`config.mk`:
```
export PLATFORM = sky130hd
export DESIGN_NAME = led_step_scheduler
export DESIGN_NICKNAME = d
export VERILOG_FILES = /design/src/rtl/led_step_scheduler.sv
export SDC_FILE = /design/constraint.sdc
export NUM_CORES = 1
export LEC_CHECK = 0
export CELL_PAD_IN_SITES_DETAIL_PLACEMENT = 1
export CELL_PAD_IN_SITES_GLOBAL_PLACEMENT = 2
export CORE_MARGIN = 5
export CORE_UTILIZATION = 44
export CTS_BUF_LIST = sky130_fd_sc_hd__clkbuf_4 sky130_fd_sc_hd__clkbuf_8
export DETAILED_ROUTE_END_ITERATION = 6
export PLACE_DENSITY_LB_ADDON = 0.1
export REMOVE_ABC_BUFFERS = 1
export SLEW_MARGIN = 20
export SYNTH_ARGS = -nofsm -noshare
export SYNTH_HDL_FRONTEND = slang
export SYNTH_SLANG_ARGS = --single-unit
```
`constraint.sdc`:
```
create_clock -name CLK_TOP -period 4.6 [get_ports CLK_TOP]
set_input_delay 0.69 -clock CLK_TOP [delete_from_list [all_inputs] [get_ports CLK_TOP]]
set_output_delay 0.69 -clock CLK_TOP [all_outputs]
set_load 0.1 [all_outputs]
```
`src/rtl/led_step_scheduler.sv`:
```
// LED step scheduler: turns the selected divider tap into single-cycle step enables and
// applies speed changes on step boundaries. Define BOUNCE_DIR_EN for ping-pong direction.
module led_step_scheduler #(
  parameter logic [2:0]  SEL_INIT    = 3'd4,
  parameter int unsigned DB_W        = 20,
  parameter int unsigned SYNC_STAGES = 2
) (
  input  logic       CLK_TOP,
  input  logic       RST_TOP,
  input  logic [7:0] DIV_TAPS,
  input  logic       KEY_UP,
  input  logic       KEY_DN,
  input  logic       KEY_RUN,
  output logic [2:0] SEL_OUT,
  output logic       STEP_EN,
  output logic       DIR,
  output logic [2:0] STEP_CNT,
  output logic [1:0] STATE
);

  localparam int unsigned NKEYS = 3;

  typedef enum logic [1:0] {
    IDLE   = 2'd0,
    RUN    = 2'd1,
    PAUSE  = 2'd2,
    SWITCH = 2'd3
  } state_t;

  state_t                 state;
  logic [NKEYS-1:0]       key_raw;
  logic [SYNC_STAGES-1:0] sync_q [NKEYS];
  logic [DB_W-1:0]        db_cnt [NKEYS];
  logic [NKEYS-1:0]       db_lvl;
  logic [NKEYS-1:0]       db_lvl_q;
  logic [NKEYS-1:0]       press;
  logic                   up_p, dn_p, run_p;
  logic [2:0]             pending_sel;
  logic [2:0]             pend_nxt;
  logic                   spd_upd;
  logic                   tap_r, tap_q, tick;
  logic                   stepping;

  assign key_raw = {KEY_RUN, KEY_DN, KEY_UP};
  assign press   = db_lvl & ~db_lvl_q;
  assign up_p    = press[0];
  assign dn_p    = press[1];
  assign run_p   = press[2];
  assign tick    = tap_r & ~tap_q;
  assign stepping = tick && (state == RUN || state == SWITCH);
  assign STATE   = state;

  // Synchronize each key, then accept a new level only after it has been stable for 2^DB_W cycles.
  always_ff @(posedge CLK_TOP or posedge RST_TOP) begin
    if (RST_TOP) begin
      for (int k = 0; k < NKEYS; k++) begin
        sync_q[k] <= '0;
        db_cnt[k] <= '0;
      end
      db_lvl   <= '0;
      db_lvl_q <= '0;
    end else begin
      db_lvl_q <= db_lvl;
      for (int k = 0; k < NKEYS; k++) begin
        sync_q[k] <= {sync_q[k][SYNC_STAGES-2:0], key_raw[k]};
        if (sync_q[k][SYNC_STAGES-1] == db_lvl[k]) begin
          db_cnt[k] <= '0;
        end else if (db_cnt[k] == '1) begin
          db_lvl[k] <= sync_q[k][SYNC_STAGES-1];
          db_cnt[k] <= '0;
        end else begin
          db_cnt[k] <= db_cnt[k] + DB_W'(1);
        end
      end
    end
  end

  // Saturating speed request; simultaneous up and down cancel out.
  always_comb begin
    pend_nxt = pending_sel;
    if (up_p && !dn_p && pending_sel != 3'd0) begin
      pend_nxt = pending_sel - 3'd1;
    end else if (dn_p && !up_p && pending_sel != 3'd7) begin
      pend_nxt = pending_sel + 3'd1;
    end
  end

`ifdef BOUNCE_DIR_EN
  logic dir_q;
  assign DIR = dir_q;
`else
  assign DIR = 1'b0;
`endif

  always_ff @(posedge CLK_TOP or posedge RST_TOP) begin
    if (RST_TOP) begin
      state       <= IDLE;
      SEL_OUT     <= SEL_INIT;
      pending_sel <= SEL_INIT;
      spd_upd     <= 1'b0;
      STEP_EN     <= 1'b0;
      STEP_CNT    <= 3'd0;
      tap_r       <= 1'b0;
      tap_q       <= 1'b0;
`ifdef BOUNCE_DIR_EN
      dir_q       <= 1'b0;
`endif
    end else begin
      pending_sel <= pend_nxt;
      spd_upd     <= up_p ^ dn_p;
      tap_r       <= DIV_TAPS[SEL_OUT];
      tap_q       <= tap_r;
      STEP_EN     <= stepping;
      if (stepping) begin
        STEP_CNT <= STEP_CNT + 3'd1;
`ifdef BOUNCE_DIR_EN
        if (STEP_CNT == 3'd7) dir_q <= ~dir_q;
`endif
      end
      case (state)
        IDLE: begin
          if (spd_upd) SEL_OUT <= pending_sel;
          if (run_p) state <= RUN;
        end
        RUN: begin
          if (run_p) state <= PAUSE;
          else if (pending_sel != SEL_OUT) state <= SWITCH;
        end
        PAUSE: begin
          if (spd_upd) SEL_OUT <= pending_sel;
          if (run_p) state <= RUN;
        end
        SWITCH: begin
          // New tap takes over on the step; preload both edge registers so its current level is no edge.
          if (tick) begin
            SEL_OUT <= pending_sel;
            tap_r   <= DIV_TAPS[pending_sel];
            tap_q   <= DIV_TAPS[pending_sel];
            state   <= run_p ? PAUSE : RUN;
          end else if (run_p) begin
            state <= PAUSE;
          end
        end
        default: state <= IDLE;
      endcase
    end
  end

endmodule
```
==> impl_metrics.yaml, run 1 <==
status:
  status: "completed"
cells_and_area:
  seq_area_sq_mm: 0.002180
  insertedDiodeCount: 0
  area_growth_pct: 12.35
  nNetsFinal: 451
  multi_input_area_sq_mm: 0.001956
  num-fill-cells: 1074
  drive_gt1_frac: 0.09404
  post-route-util: 0.4982
  mostFrequentLayoutCell: "dfrtp_1"
  layout_common_cells: "dfrtp_1 (85), nor2_1 (54), xnor2_1 (36), nand2_1 (25), nand3_1 (22)"
timing:
  grt_setup_unrepaired: "false"
  layout_min_cycle_time_ns: 2.747
  setup_violations: 0
  drv_slew: 0
  fin_skew_ns: 0.005071
  finalHoldViolations: 0
  fmax_mhz: 364.1
  slew_headroom: 0.3517
  period_share: 0.5971
  worst_slew_pin_slew_ns: 0.9695
  setup_tns_ns: 0
cts:
  cts_hold_buf: 0
  postCtsSetupBuffers: 0
  clock_latency_ns: 0.35
  htree_num_levels: 3
  cts_tree: "built"
  cts_max_path_buffers: 2
  cts_resized: 0
  clkTransAtPathRegs_ns: 0.08
  numCtsBuffers: 9
  cts_root_buf: "clkbuf_8"
  cts_num_sinks: 87
worst_setup_path:
  setup.worst_path.class: "register to primary output"
  crit_chain: "clkdlybuf4s50_1"
  max_stage_delay_ns: 1.14
  required_ns: 3.91
  rr_worst_depth: 4
  rrSetupSlack_ns: 2.33
  crit_fanout: 4
  slowest_stage: "clkdlybuf4s50_1"
  r2r-end: "db_cnt[44]"
  cp_top_family: "buffers and inverters"
  start_kind: "register"
  worst-path-buf-inv: 1
  worstReg2RegStart: "db_cnt[47]"
  endpoint_kind: "primary output"
  arrival_ns: 2.06
floorplanning:
  die_h_microns: 108.6
  start_util: 0.4434
  io_pins: 23
  die_area_sq_mm: 0.01179
  core_area_sq_mm: 0.009639
  fp.dieW_microns: 108.6
  fp-row-count: 36
pwr:
  switching_power_mw: 0.3062
  p_comb_frac: 0.042
  powerDensity_mw_per_mm2: 293.6
  pwr-share-seq: 0.554
  p_int_mw: 1.104
  clockPowerShare: 0.404
  leakage_nw: 1.927
  sw_frac_of_total: 0.2172
  ir_worst_vdd_mv: 0.1316
yosys:
  synthArstFlopShare: 1.000
  syn_area_per_cell_sq_um: 10.40
  synth_cell_types: 48
  synthesis.instances: 411
  ys_ff_latch: 87
  seq_area_frac_synth: 0.5100
  synth_edf_count: 0
  syn-cell-area_sq_mm: 0.004274
  synth_warnings: 0
  ys.flop_type: "dfrtp_1"
place:
  portBuffers: 21
  finalWeightedCongestion: 0.7361
  dpl.hpwl_mm: 5.775
hold_path:
  min_to: "sync_q[1]"
  hp-class: "register to register"
  min_path_cells: 0
  hp-start: "sync_q[0]"
route:
  drc: 0
  drt-total-wl_mm: 8.377
  viasPerCell: 5.237
  vias: 2980
  drt_first_iter_violations: 68
  ant_nets: 0
  drt_first_pass_iters: 4
  wl_per_cell_microns: 14.72
global_routing:
  grt-ovfl-total: 0
  grt_use_total: 0.1571
  grt_pass1_vias: 3100
  grt_max_degree: 53
  grt_pass1_wl_mm: 14.63
  antenna_found_initial: 0
run:
  drv_cap: 0
==> state kept, by name (all words and copies together), names as in the netlist <==
register	cells
tap_q	1
pending_sel	3
db_lvl_q	3
STEP_CNT	3
SEL_OUT	3
db_lvl	3
STEP_EN	1
tap_r	1
STATE	2
spd_upd	1
db_cnt	60
sync_q	6
==> through the flow <==
stage	power (mW)	cells	worst slack [ns]	hold WS (ns)	instance area, sq um
floorplan	0.8331	398	1.663	0.3312	4199
global placement	0.8566	553	2.232	0.3333	4584
detailed placement	0.8589	553	2.225	0.3379	4584
CTS	1.435	569	1.829	0.3566	4802
global route	1.480	569	1.803	0.3688	4802
finish	1.410	569	1.853	0.3554	4802
==> layout make-up <==
type                    count  area share
multi-input cells         294      0.4072
well taps                 133     0.03465
repair buffers             22     0.04534
flip-flops and latches     87      0.4539
clock inverters             2    0.007817
clock buffers              14     0.03752
inverters                  17     0.01355
==> Yosys cell counts (7+ instances only) <==
cell,instances,area share
a21oi_1,20,0.023
dfrtp_1,85,0.50
inv_1,17,0.015
mux2_2,7,0.018
nand2_1,25,0.022
nand3_1,22,0.026
nand4_1,9,0.013
nor2_1,54,0.047
nor3_1,8,0.0094
nor4_1,10,0.015
o21ai_0,19,0.022
or3_1,14,0.020
xnor2_1,36,0.074
xor2_1,13,0.027
==> how the worst max path moves through the flow <==
| stage | start | to | depth (start not counted) |
|---|---|---|---|
| global placement | SEL_OUT[2] | SEL_OUT[2] | 1 |
| global route | SEL_OUT[2] | SEL_OUT[2] | 1 |
| finish | SEL_OUT[2] | SEL_OUT[2] | 1 |
| CTS | SEL_OUT[2] | SEL_OUT[2] | 1 |
| floorplan | RST_TOP | SEL_OUT[0] | 1 |
| detailed placement | SEL_OUT[2] | SEL_OUT[2] | 1 |
==> routing by layer <==
| layer | track usage | routed length [microns] | vias to the layer above | part of all wire |
|---|---|---|---|---|
| met4 | 0.06222 | 135 | 0 | 0.016 |
| met1 | 0.1973 | 3980 | 1482 | 0.48 |
| met3 | 0.02567 | 154 | 12 | 0.018 |
| met5 | 0 | 0 | - | 0 |
| li1 | - | - | 1466 | - |
| met2 | 0.2701 | 4107 | 20 | 0.49 |
==> power by group through the flow <==
stage | sequential (mW) | clock, mW | combinational (mW)
finish | 0.782 | 0.569 | 0.0594
global route | 0.784 | 0.628 | 0.0682
CTS | 0.782 | 0.591 | 0.0621
detailed placement | 0.797 | 0 | 0.0620
global placement | 0.796 | 0 | 0.0603
floorplan | 0.795 | 0 | 0.0381
==> kinds of logic after synthesis <==
logic type	Yosys count	share of synthesized area
AOI/OAI and AO/OA	50	0.07524
xor gates and xnor gates	49	0.1004
adders and majority gates	7	0.02225
buffers and inverters	30	0.03249
DFF	87	0.5100
muxes	14	0.04655
other	1	0.0008774
and+or+nand+nor	173	0.2122
Note: power is estimated with default switching activity, not from simulation.
==> run 2: changes to the inputs <==
Settings changed: CORE_UTILIZATION 44 to 37.
Clock period 4.6 ns to 2.4 ns, I/O delays scaled along.
==> run 2 against run 1 <==
Compared with the run above: die area increased by 17%; clock-buffer cell count decreased by 3; highest routed layer unchanged; final area increased by 1.3%; non-clock buffer count increased by 9; sequential cell count unchanged.
==> impl_metrics.yaml, run 2 (synthesis results as in run 1) <==
cells_and_area:
  insertedDiodeCount: 0
  drive_gt1_frac: 0.1326
  largest_reg_flops: 60
  area_growth_pct: 13.76
  largest_register: "db_cnt"
  reg_top3: "db_cnt x60, sync_q x6"
  layout_common_cells: "dfrtp_1 (85), nor2_1 (54), xnor2_1 (36), nand2_1 (25), nand3_1 (22)"
  final_cell_count_no_fill: 588
  fin_area_sq_mm: 0.004862
  mostFrequentLayoutCell: "dfrtp_1"
  nNetsFinal: 460
global_routing:
  grt_use_total: 0.1320
  grt_pass1_vias: 3215
  grt_max_degree: 56
  antenna_found_initial: 0
  grt-ovfl-total: 0
  grt_pass1_wl_mm: 15.11
worst_setup_path:
  endpoint_kind: "register"
  setup.worst_path.class: "register to register"
  arrival_ns: 2.38
  start_kind: "register"
  rr_worst_depth: 5
  rrSetupSlack_ns: 0.25
  required_ns: 2.64
  crit_fanout: 17
route:
  viasPerCell: 5.141
  wl_per_cell_microns: 14.49
  drt_first_pass_iters: 4
  vias: 3023
  drc: 0
  drt_first_iter_violations: 93
  drt-total-wl_mm: 8.519
  ant_nets: 0
pwr:
  powerDensity_mw_per_mm2: 551.3
  leakage_nw: 1.989
  total_power_mw: 2.680
  ir_worst_vdd_mv: 0.3974
place:
  dpl.hpwl_mm: 5.919
  portBuffers: 21
  placedCellCount: 572
  post_dp_cell_area_sq_mm: 0.004654
  finalWeightedCongestion: 0.7529
timing:
  whs_ns: 0.2223
  finalHoldViolations: 0
  fin_skew_ns: 0.007742
  grt_setup_unrepaired: "false"
  layout_min_cycle_time_ns: 2.147
  period_share: 0.8944
  setup_violations: 0
  drv_slew: 0
  fmax_mhz: 465.8
cts:
  cts_resized: 0
  clock_latency_ns: 0.37
  cts_hold_buf: 0
  cts_tree: "built"
  cts_num_sinks: 87
  clkTransAtPathRegs_ns: 0.08
  postCtsSetupBuffers: 0
  cts_max_path_buffers: 2
  htree_num_levels: 3
  numCtsBuffers: 9
  cts_root_buf: "clkbuf_8"
run:
  drv_cap: 0
floorplanning:
  core_area_sq_mm: 0.01137
  fp-row-count: 39
  start_util: 0.3759
  io_pins: 23
  fp.dieW_microns: 117.5
  die_h_microns: 117.5
  die_area_sq_mm: 0.01380
status:
  status: "completed"
hold_path:
  hp-class: "input port to async pin"
[run 2: final cells by class]
class,count,area [sq um]
flip-flops and latches,87,2180
well taps,143,178.9
fillers,1301,6507
inverters,17,65.06
clock buffers,11,151.4
multi-input cells,294,1956
clock inverters,5,56.30
repair buffers,31,275.3
[run 2: path summary, 6_finish.rpt]
path	end	from
worst min register to register	sync_q[3]	sync_q[2]
min in group CLK_TOP	sync_q[3]	sync_q[2]
max in group asynchronous	pending_sel[2]	RST_TOP
worst max register to register	db_cnt[5]	db_cnt[0]
worst min-delay path	pending_sel[1]	RST_TOP
worst max-delay path	db_cnt[5]	db_cnt[0]
[run 2: worst max-delay path, stage by stage, from the launching register on]
cell     delay (ns)
dfrtp_1        0.37
ha_1           0.21
nand2_1        0.15
or4_1          0.69
o21ai_4        0.47
nor2_1         0.11
[run 2: power breakdown]
part / switching, mW / internal (mW) / leakage (nW)
Sequential: 0.0146 / 1.48 / 1.18
Clock: 0.526 / 0.536 / 0.105
Combinational: 0.0734 / 0.0469 / 0.701
Total: 0.614 / 2.07 / 1.99
[run 2: layer usage]
metal  vias to the layer above  GRT usage  part of all wire
met5                         -          0                 0
met4                         0    0.05591             0.019
met3                        14    0.03652             0.030
met2                        30     0.2083              0.46
met1                      1505     0.1705              0.49
li1                       1474          -                 -
[run 2: metrics by stage]
stage               setup WS [ns]    util  TNS, ns
global route              0.09672  0.4276        0
global placement           0.2984  0.4094        0
finish                     0.2534  0.4276        0
detailed placement         0.2380  0.4094        0
CTS                        0.2222  0.4276        0
floorplan                 -0.2069       -   -17.59
==> run 3: changes to the inputs <==
Settings changed: GPL_ROUTABILITY_DRIVEN from default to 0, SKIP_CTS_REPAIR_TIMING from default to 1, SLEW_MARGIN 20 to default.
==> results of run 3 <==
The final DEF is identical to that of run 2; final timing and power are the same.
